===== src/rtl/pipe_pkg.sv =====
// Shared types for the EX->MEM elastic pipeline stage.
// Slot states, control bit positions and the payload layout.
package pipe_pkg;

    typedef enum logic [1:0] {
        EMPTY = 2'd0,
        HALF  = 2'd1,
        FULL  = 2'd2
    } stage_state_t;

    localparam int CTRL_REGWRITE = 0;
    localparam int CTRL_MEMTOREG = 1;
    localparam int CTRL_MEMWRITE = 2;

    localparam int PL_DATA_W     = 32;
    localparam int PL_REG_ADDR_W = 5;
    localparam int PL_CTRL_W     = 3;

    typedef struct packed {
        logic [PL_DATA_W-1:0]     aluout;
        logic [PL_DATA_W-1:0]     wdata;
        logic [PL_REG_ADDR_W-1:0] wreg;
        logic [PL_CTRL_W-1:0]     ctrl;
    } ex_mem_payload_t;

endpackage


===== src/rtl/pipe_slot.sv =====
// Load-enabled payload register for one pipeline slot.
// Clears to zero on asynchronous active-low reset.
module pipe_slot #(
    parameter int W = 8
) (
    input  logic         clk,
    input  logic         Rst,
    input  logic         ld,
    input  logic [W-1:0] d,
    output logic [W-1:0] q
);

    // hold unless loaded; reset clears contents
    always_ff @(posedge clk or negedge Rst) begin
        if (!Rst)
            q <= '0;
        else if (ld)
            q <= d;
    end

endmodule


===== src/rtl/ex_mem_pipe_elastic.sv =====
// EX->MEM stage register with valid/ready flow control and flush.
// Optional skid slot gives a registered in_ready.
module ex_mem_pipe_elastic
    import pipe_pkg::*;
#(
    parameter int DATA_W     = 32,
    parameter int REG_ADDR_W = 5,
    parameter int CTRL_W     = 3,
    parameter int SKID       = 1
) (
    input  logic                  clk,
    input  logic                  Rst,
    input  logic                  flush,
    input  logic                  in_valid,
    output logic                  in_ready,
    input  logic [DATA_W-1:0]     aluout_in,
    input  logic [DATA_W-1:0]     wdata_in,
    input  logic [REG_ADDR_W-1:0] wreg_in,
    input  logic [CTRL_W-1:0]     ctrl_in,
    output logic                  out_valid,
    input  logic                  out_ready,
    output logic [DATA_W-1:0]     aluout_out,
    output logic [DATA_W-1:0]     wdata_out,
    output logic [REG_ADDR_W-1:0] wreg_out,
    output logic [CTRL_W-1:0]     ctrl_out
);

    localparam int PW = 2 * DATA_W + REG_ADDR_W + CTRL_W;

    stage_state_t    state_q;
    stage_state_t    state_d;
    logic            in_fire;
    logic            out_fire;
    logic            main_ld;
    logic            skid_ld;
    logic            main_sel_skid;
    logic [PW-1:0]   in_pl;
    logic [PW-1:0]   main_d;
    logic [PW-1:0]   main_q;
    logic [PW-1:0]   skid_q;
    logic [CTRL_W-1:0] ctrl_q;

    assign in_pl    = {aluout_in, wdata_in, wreg_in, ctrl_in};
    assign in_fire  = in_valid & in_ready;
    assign out_fire = out_valid & out_ready;
    assign out_valid = (state_q != EMPTY);

    // next state and slot load enables; flush overrides everything
    always_comb begin
        state_d       = state_q;
        main_ld       = 1'b0;
        skid_ld       = 1'b0;
        main_sel_skid = 1'b0;
        if (flush) begin
            state_d = EMPTY;
        end else begin
            unique case (state_q)
                EMPTY: begin
                    if (in_fire) begin
                        state_d = HALF;
                        main_ld = 1'b1;
                    end
                end
                HALF: begin
                    if (in_fire && out_fire) begin
                        main_ld = 1'b1;
                    end else if (in_fire && SKID != 0) begin
                        state_d = FULL;
                        skid_ld = 1'b1;
                    end else if (out_fire) begin
                        state_d = EMPTY;
                    end
                end
                FULL: begin
                    if (out_fire) begin
                        state_d       = HALF;
                        main_ld       = 1'b1;
                        main_sel_skid = 1'b1;
                    end
                end
                default: state_d = EMPTY;
            endcase
        end
    end

    // state register
    always_ff @(posedge clk or negedge Rst) begin
        if (!Rst)
            state_q <= EMPTY;
        else
            state_q <= state_d;
    end

    assign main_d = main_sel_skid ? skid_q : in_pl;

    pipe_slot #(.W(PW)) u_main (
        .clk (clk),
        .Rst (Rst),
        .ld  (main_ld),
        .d   (main_d),
        .q   (main_q)
    );

    generate
        if (SKID != 0) begin : g_skid
            logic rdy_q;

            pipe_slot #(.W(PW)) u_skid (
                .clk (clk),
                .Rst (Rst),
                .ld  (skid_ld),
                .d   (in_pl),
                .q   (skid_q)
            );

            // registered ready: open unless the stage will be full
            always_ff @(posedge clk or negedge Rst) begin
                if (!Rst)
                    rdy_q <= 1'b1;
                else
                    rdy_q <= (state_d != FULL);
            end

            assign in_ready = rdy_q;
        end else begin : g_noskid
            // skid_ld is constant zero here, so this slot reads as empty
            assign skid_q   = {PW{skid_ld}} & in_pl;
            assign in_ready = !out_valid | out_ready;
        end
    endgenerate

    assign {aluout_out, wdata_out, wreg_out, ctrl_q} = main_q;
    assign ctrl_out = ctrl_q & {CTRL_W{out_valid}};

endmodule


===== config.mk =====
export PLATFORM = sky130hd
export DESIGN_NAME = ex_mem_pipe_elastic
export DESIGN_NICKNAME = d
export VERILOG_FILES = /design/src/rtl/pipe_pkg.sv /design/src/rtl/pipe_slot.sv /design/src/rtl/ex_mem_pipe_elastic.sv
export SDC_FILE = /design/constraint.sdc
export NUM_CORES = 1
export LEC_CHECK = 0
export CAP_MARGIN = 20
export CORE_MARGIN = 1
export CORE_UTILIZATION = 40
export CTS_CLUSTER_DIAMETER = 100
export DETAILED_ROUTE_END_ITERATION = 12
export GPL_TIMING_DRIVEN = 0
export HOLD_SLACK_MARGIN = 0.12
export PLACE_DENSITY = 0.71
export REMOVE_ABC_BUFFERS = 1
export SKIP_CTS_REPAIR_TIMING = 1
export SLEW_MARGIN = 20
export SYNTH_ARGS = -nofsm -noshare
export SYNTH_HDL_FRONTEND = slang
export SYNTH_SLANG_ARGS = --single-unit

===== constraint.sdc =====
create_clock -name clk -period 1.96 [get_ports clk]
set_clock_uncertainty 0.1 [all_clocks]
set_input_delay 0.49 -clock clk [delete_from_list [all_inputs] [get_ports clk]]
set_output_delay 0.49 -clock clk [all_outputs]
set_load 0.03 [all_outputs]

==> results.py <==
metrics = {
    "worst_setup_path": {
        "worstPathRequired_ns": 2.15,
        "worstReg2RegStart": "state_q[0]",
        "cp.arrival_ns": 2.25,
        "ff2ff_path_depth": 9,
        "path_max_fanout": 16,
        "critPathLaunchType": "input pin",
        "cp-end-kind": "flop",
        "reg2reg_to": "u_main.q[7]",
        "critPathKind": "input pin to flop",
        "ff2ff_setup_slack_ns": -0.09,
    },
    "clock_tree": {
        "cts.path.max_buffers": 2,
        "root_buffer": "clkbuf_16",
        "cts_num_sinks": 147,
        "cts_buffers": 17,
        "cts_tree": "done",
        "clk_pin_slew_ns": 0.06,
        "insertion_delay_ns": 0.41,
        "htree_levels": 4,
    },
    "timing": {
        "holdWs_ns": 0.404,
        "slew_headroom_pct": 52.1,
        "fin_tns_setup_ns": -0.686,
        "final-hold-violation-count": 0,
        "fmax_mhz": 486,
        "period_needed_ns": 2.06,
        "rsz0062_at_grt": "yes",
        "setup_viol": 17,
        "max_slew.worst_pin.slew_ns": 0.718,
        "maxSlewViolCount": 0,
        "layout_setup_ws_ns": -0.0979,
        "min_period_over_period_pct": 105,
    },
    "place": {
        "place_congestion": 0.685,
        "post-place-ws_ns": -1.41,
        "numPortBuffers": 150,
        "detailed_place_hpwl_um": 9920,
    },
    "pwr": {
        "peakVddDrop_uv": 520,
        "sw_frac_of_total_pct": 28.9,
        "p_per_area_mw_per_mm2": 1080,
        "leakage_nw": 4.28,
        "comb_power_share_pct": 25.0,
        "p_switching_mw": 2.81,
        "pwr-share-clk_pct": 32.1,
        "power.total_mw": 9.74,
        "seqPwrFrac_pct": 42.9,
        "power.internal_mw": 6.93,
    },
    "floorplanning": {
        "die_y_um": 130,
        "die_w_um": 130,
        "start_util_pct": 41.2,
        "fp.coreArea_mm2": 0.0160,
        "io_pins": 151,
        "die_area_mm2": 0.0170,
        "rows": 46,
    },
    "global_route": {
        "grt_pass1_wl_um": 23600,
        "grt_use_met2_pct": 32.5,
        "use_met1_pct": 20.8,
        "antenna_found_initial": 0,
        "grt_use_total_pct": 18.1,
        "grt_pass1_vias": 4840,
        "busiest_layer": "met2",
        "grt.overflow.total": 0,
        "use_met3_pct": 5.09,
        "grt_max_degree": 78,
    },
    "finish": {
        "n_antenna_cell": 0,
        "final_layout_size_suffix_gt1_share_pct": 20.9,
        "seq_area_mm2": 0.00368,
        "nets": 815,
        "fillers": 1365,
        "fin_util_pct": 56.2,
        "syn2layout_area_growth_pct": 36.3,
        "multi_input_area_mm2": 0.00230,
    },
    "detailed_routing": {
        "antenna_left": 0,
        "routed_via_density": 5.02,
        "wl_per_cell_um": 16.8,
        "first_pass_iters": 6,
        "drt_wl_total_um": 16100,
        "dr.first_iter.drc_count": 170,
        "drc": 0,
        "vias": 4839,
    },
    "yosys": {
        "yosys_warnings": 0,
        "synth_top_area_share_pct": 55.4,
        "synth.area.top_cells": "dfrtp_1 (55%), mux2_2 (12%), buf_4 (8.4%)",
        "synthDistinctLibCells": 19,
        "synth-seq-area-share_pct": 55.8,
        "synthesis.area_mm2": 0.00659,
        "syn_area_per_cell_um2": 10.4,
        "ys_ff_latch": 147,
        "yosysTopAreaCell": "dfrtp_1",
        "synthCells": 635,
    },
    "worst_hold_path": {
        "min_path_cells": 1,
        "hold_class": "flop to flop",
        "hold_end": "g_skid.u_skid.q[31]",
        "min_from": "g_skid.u_skid.q[31]",
    },
    "outcome": {
        "violations": "negative setup slack",
        "status": "complete, but fails checks",
    },
    "flow_run": {
        "cap_violations": 0,
    },
}
synthesized netlist by cell type (all sizes together):
library cell and instances:
dfrtp 146, nand2 146, buf 89, nor2 76
a31oi 72, mux2 72, clkbuf 19, nor2b 4
inv 2, o41ai 2, a21oi 1, dfstp 1
nand3 1, nand3b 1, nand4bb 1, o41a 1
xnor2 1
per-layer routing:
layer | routed length [um] | up-vias | share of wire, %
met1 | 6930 | 2437 | 43
li1 | - | 2271 | -
met4 | 184 | 0 | 1.1
met5 | 0 | - | 0
met2 | 8130 | 116 | 50
met3 | 900 | 15 | 5.6
flip-flops by register name (all words and copies together) (netlist names):
name and cells:
g_skid.u_skid.q 72, in_ready 1, state_q 2, u_main.q 72
final cells by class:
type                            instances  area share, %
Tap cell                              216           3.01
Clock buffer                           24           5.36
Multi-Input combinational cell        381           25.6
Timing Repair Buffer                  189           24.1
Inverter                                2         0.0835
Clock inverter                          5          0.863
Sequential cell                       147           41.0
cell usage in the layout (no fill, tap or decap), drive strengths merged:
| master | count |
|---|---|
| a21oi | 1 |
| a31oi | 72 |
| buf | 43 |
| bufinv | 2 |
| clkbuf | 24 |
| clkdlybuf4s50 | 73 |
| clkinv | 2 |
| clkinvlp | 1 |
| dfrtp | 146 |
| dfstp | 1 |
| dlygate4sd3 | 1 |
| dlymetal6s2s | 72 |
| inv | 2 |
| mux2 | 72 |
| nand2 | 146 |
| nand3 | 2 |
| nand3b | 1 |
| nand4bb | 2 |
| nor2 | 77 |
| nor2b | 4 |
| o41a | 1 |
| o41ai | 2 |
| xnor2 | 1 |
worst max path at each step:
stage | endpoint | from | slack (ns)
floorplan | u_main.q[0] | flush | -2.81
global placement | u_main.q[10] | flush | -7.23
detailed placement | u_main.q[34] | flush | -1.41
CTS | u_main.q[34] | flush | -0.99
global route | u_main.q[49] | state_q[0] | -0.18
finish | u_main.q[34] | flush | -0.1
worst max-delay path, stage by stage:
cell and delay [ns]:
dlymetal6s2s_1 0.45, nand4bb_4 0.30, o41ai_4 0.09, buf_4 0.19, buf_6 0.13, buf_12 0.14
buf_8 0.14, buf_12 0.14, nor2_1 0.10, a31oi_1 0.05
power groups by stage:
stage	clock, mW	sequential (mW)	combinational (mW)
CTS	3.20	4.19	2.42
floorplan	0	4.71	0.821
detailed placement	0	4.24	2.41
global route	3.35	4.27	2.61
finish	3.13	4.18	2.43
global placement	0	4.18	2.33
kinds of logic (layout without fill, tap and decap cells):
kind of cell	after synthesis	after routing	share of synthesized area, %
and+or+nand+nor	229	232	13.4
DFF	147	147	55.8
buffers and inverters	110	220	10.8
AOI/OAI and AO/OA	76	76	7.63
muxes	72	72	12.3
xor gates and xnor gates	1	1	0.133
metrics by stage:
stage,instance area (um^2),std cells
3_3_place_gp,7660,893
5_1_grt,8990,964
3_5_place_dp,7930,908
2_1_floorplan,5890,527
4_1_cts,8480,937
6_report,8990,964
Power figures use the tool's default switching activity.
